<file path="config.mk">
export PLATFORM = sky130hd
export DESIGN_NAME = pending_encoder_8to3
export DESIGN_NICKNAME = d
export VERILOG_FILES = /design/src/rtl/pending_encoder_8to3.sv
export SDC_FILE = /design/constraint.sdc
export NUM_CORES = 1
export LEC_CHECK = 0
export CAP_MARGIN = 20
export CORE_MARGIN = 3
export CORE_UTILIZATION = 45
export DETAILED_ROUTE_END_ITERATION = 8
export PLACE_DENSITY = 0.81
export SLEW_MARGIN = 30
export SYNTH_ARGS = -nofsm -noshare
export SYNTH_HDL_FRONTEND = slang
export SYNTH_SLANG_ARGS = --single-unit
</file>
<file path="constraint.sdc">
create_clock -name clk -period 2.94 [get_ports clk]
set_clock_uncertainty 0.2 [all_clocks]
set_input_delay 0.294 -clock clk [delete_from_list [all_inputs] [get_ports clk]]
set_output_delay 0.294 -clock clk [all_outputs]
set_load 0.05 [all_outputs]
</file>
<file path="src/rtl/pending_encoder_8to3.sv">
// Sticky request collector that issues pending lines one at a time as binary codes over valid/ready.
// Latency: a request sampled at edge E0 is presented on out_code_o after E1, one code per cycle under ready.
// Backpressure: with out_ready_i low the held code stays stable and new requests accumulate; define ROUND_ROBIN_EN for rotating priority.
module pending_encoder_8to3 #(
    parameter int N = 8,
    parameter int W = 3
) (
    input  logic         clk,
    input  logic         rst_n,
    input  logic [N-1:0] req_i,
    input  logic         out_ready_i,
    output logic         out_valid_o,
    output logic [W-1:0] out_code_o,
    output logic [N-1:0] pending_o,
    output logic         drop_o
);

    typedef enum logic {IDLE, HOLD} state_t;

    state_t         state_q, state_d;
    logic [N-1:0]   pending_q;
    logic [N-1:0]   clr_mask;
    logic [W-1:0]   code_q;
    logic [W-1:0]   sel;
    logic           drop_q;
    logic           any_pending;
    logic           load;

    assign any_pending = |pending_q;

`ifdef ROUND_ROBIN_EN
    logic [W-1:0] ptr_q;
    logic [W-1:0] idx;
    logic         found;

    // N is a power of two, so the W-bit sum wraps modulo N for free.
    always_comb begin
        sel   = '0;
        idx   = '0;
        found = 1'b0;
        for (int i = 0; i < N; i++) begin
            idx = ptr_q + W'(1) + W'(i);
            if (!found && pending_q[idx]) begin
                sel   = idx;
                found = 1'b1;
            end
        end
    end

    // Reset to N-1 so the first scan starts at line 0, matching fixed priority.
    always_ff @(posedge clk or negedge rst_n) begin
        if (!rst_n) begin
            ptr_q <= '1;
        end else if (load) begin
            ptr_q <= sel;
        end
    end
`else
    always_comb begin
        sel = '0;
        for (int i = N - 1; i >= 0; i--) begin
            if (pending_q[i]) begin
                sel = W'(i);
            end
        end
    end
`endif

    always_ff @(posedge clk or negedge rst_n) begin
        if (!rst_n) begin
            state_q   <= IDLE;
            pending_q <= '0;
            code_q    <= '0;
            drop_q    <= 1'b0;
        end else begin
            state_q   <= state_d;
            // A fresh request on the bit being cleared keeps it pending.
            pending_q <= (pending_q & ~clr_mask) | req_i;
            drop_q    <= |(req_i & pending_q & ~clr_mask);
            if (load) begin
                code_q <= sel;
            end
        end
    end

    always_comb begin
        state_d = state_q;
        case (state_q)
            IDLE: if (any_pending) state_d = HOLD;
            HOLD: if (out_ready_i && !any_pending) state_d = IDLE;
            default: state_d = IDLE;
        endcase
    end

    always_comb begin
        load     = any_pending && ((state_q == IDLE) || out_ready_i);
        clr_mask = load ? ({{(N-1){1'b0}}, 1'b1} << sel) : '0;
    end

    assign out_valid_o = (state_q == HOLD);
    assign out_code_o  = code_q;
    assign pending_o   = pending_q;
    assign drop_o      = drop_q;

endmodule

</file>
==> out/metrics.csv <==
metric,value,unit
Power Internal,0.265,mW
antenna-violating nets left,0,
Die W,43.9,um
Sw Pwr,0.102,mW
CTS tree,yes,
"Setup violations, final",0,
worst setup path start,pending_o[3],
"commonest non-fill, non-tap cell in the layout",clkdlybuf4s50_1,
startpoint types,flop,
Total GRT Usage,19.9,%
Pleak,0.355,nW
initial antenna violation count,0,
hold_buf cts,0,
Yosys cell types,27,
measured slew at the worst slew-check pin,0.557,ns
worst r2r src,pending_o[3],
sequential power share,51.5,%
Syn-to-layout area delta,41.3,%
first-pass GRT wire length,2700,um
GPL Wtd Cong,0.922,
post-synth top area share,50.4,%
CP Class,flop to flop,
most frequent cells in the layout,"23 x clkdlybuf4s50_1, 13 x dfrtp_1, 6 x nand2_1",
share of cells above drive strength 1,6.59,%
CTS Sinks,13,
final setup TNS,0,ns
Post-synth EDFFs,0,
drt first pass iters,4,
FP Rows,13,
"Reg clk slew, reported paths",0.08,ns
fin crit share,71.9,%
vias in the first global route,585,
multi-input gate area in the final layout,297,sq um
residual DRC count,0,
cells after synthesis,66,
ANT cells,0,
sequential cell area fraction in the yosys report,50.4,%
Slowest cell on crit path,or4_1,
GRT Residual Overflow,0,
synth top area cells,"dfrtp_1 50%, a21o_1 4.7%, nand2b_1 3.9%, nand2_1 3.5%, o31ai_1 3.5%",
Final Max Tran Viols,0,
Initial Utilization,49.0,%
dpl hpwl,1130,um
Hold Crit Class,input pin to asynchronous set/reset pin,
CP arrival,2.08,ns
synthesized flop and latch total,13,
clock latency on the worst-skew pair,0.28,ns
Peak Freq,0.473,GHz
Worst EP required,2.90,ns
switching power share of the total,27.8,%
setup bufs post-CTS,0,
Slew HR,62.7,%
Crit. End Element,flop,
clock group share of total power,30.6,%
TritonCTS Buffers,3,
critical path cell sequence,"or4_1, o311a_1, a2111oi_2, nand3_1",
status,completed,
buffers plus inverters on the worst setup path,0,
die footprint,1930,sq um
RSZ-0062 raised after global routing,no,
via-per-instance ratio,5.78,
syn nets,77,
CTS max path bufs,2,
CTS root buf,clkbuf_4,
largest net degree at the start of global routing,14,
Buffers on Ports,23,
final instance area,912,sq um
FF/Latch Area,325,sq um
Mean Syn Cell Area,9.78,sq um
CTS HTree Levels,1,
critical path's top delay family,simple AND/OR/NAND/NOR gates,
Final Hold Fails,0,
Synth area leader,dfrtp_1,
crit path max fanout,6,
post-cts resize count,0,
Power Density,403,nW/um^2
Yosys Warn Count,0,
"Top FF cell, synth",dfrtp_1,
drt wl/cell,14.6,um
number of max-cap violations,0,
fraction of registers with async set/reset,100,%
core area,1320,sq um
Area after DPL,886,sq um
vias,613,
worst hold slack,0.165,ns
IO Pins,24,
Die Y,43.9,um
nets,103,
peak supply drop,0.000266,V
Post-Synthesis Cell Area,646,sq um
DR iter-0 viols,29,
Detailed Route WL,1550,um
Comb power frac,17.9,%
Worst path max stage delay,0.65,ns
Fill cells,102,
min cycle time layout,2.11,ns
==> area by class of cell <==
class                      instances  share of cell area (%)
sequential                        13                    35.7
inverter                           4                    1.65
tap                               15                    2.06
timing repair buffer              23                    25.2
multi-input combinational         47                    32.5
clock buffer                       4                    2.88
==> registers in the layout, indices dropped and copies added, names as in the netlist <==
register	count
drop_o	1
out_valid_o	1
pending_o	8
out_code_o	3
==> stage by stage <==
stage	power (mW)	utilization, %	cells	worst slack [ns]
finish	0.367	69.2	106	0.827
global route	0.388	69.2	106	0.707
CTS	0.369	69.2	106	0.830
floorplan	0.227	-	66	0.736
detailed placement	0.259	67.2	102	0.856
global placement	0.258	67.2	102	0.854
==> logic make-up (layout without fill, tap and decap cells) <==
| logic type | after synthesis | after routing | synth area share (%) |
|---|---|---|---|
| flip-flops | 13 | 13 | 50.4 |
| buffers and inverters | 6 | 31 | 3.68 |
| AND/OR/NAND/NOR | 22 | 22 | 18.0 |
| AO/OA/AOI/OAI | 25 | 25 | 27.9 |
==> power by group through the flow <==
stage | clock network [mW] | registers, mW | logic, mW
after floorplan | 0 | 0.210 | 0.0168
after global placement | 0 | 0.193 | 0.0654
after detailed placement | 0 | 0.193 | 0.0659
after CTS | 0.113 | 0.189 | 0.0661
after global routing | 0.127 | 0.191 | 0.0705
final | 0.112 | 0.189 | 0.0659
==> metal layers <==
metal	vias to the layer above	part of all wire, %	track usage (%)	wire, um
met1	285	46	26.7	710
met4	0	3.2	12.0	50
li1	300	-	-	-
met5	-	0	0	0
met3	7	4.8	5.39	74
met2	21	46	28.2	711
==> synthesized netlist by cell type, types with 2 or more instances <==
master,instances
nand2_1,6
o31ai_1,3
o21ai_0,4
o211ai_1,2
or4_1,2
dfrtp_1,13
nor2_1,4
nand2b_1,4
a21oi_1,4
a21o_1,4
inv_1,4
==> path summary, 6_finish.rpt <==
| path | endpoint | slack, ns | cells past startpoint |
|---|---|---|---|
| max in group asynchronous | out_code_o[2] | 2.01 | 1 |
| setup / recovery | drop_o | 0.83 | 4 |
| min in group clk | out_code_o[0] | 0.29 | 2 |
| hold / removal | drop_o | 0.16 | 1 |
| hold reg to reg | out_code_o[0] | 0.29 | 2 |
| setup reg to reg | drop_o | 0.83 | 4 |
(Power assumes the default switching activity.)
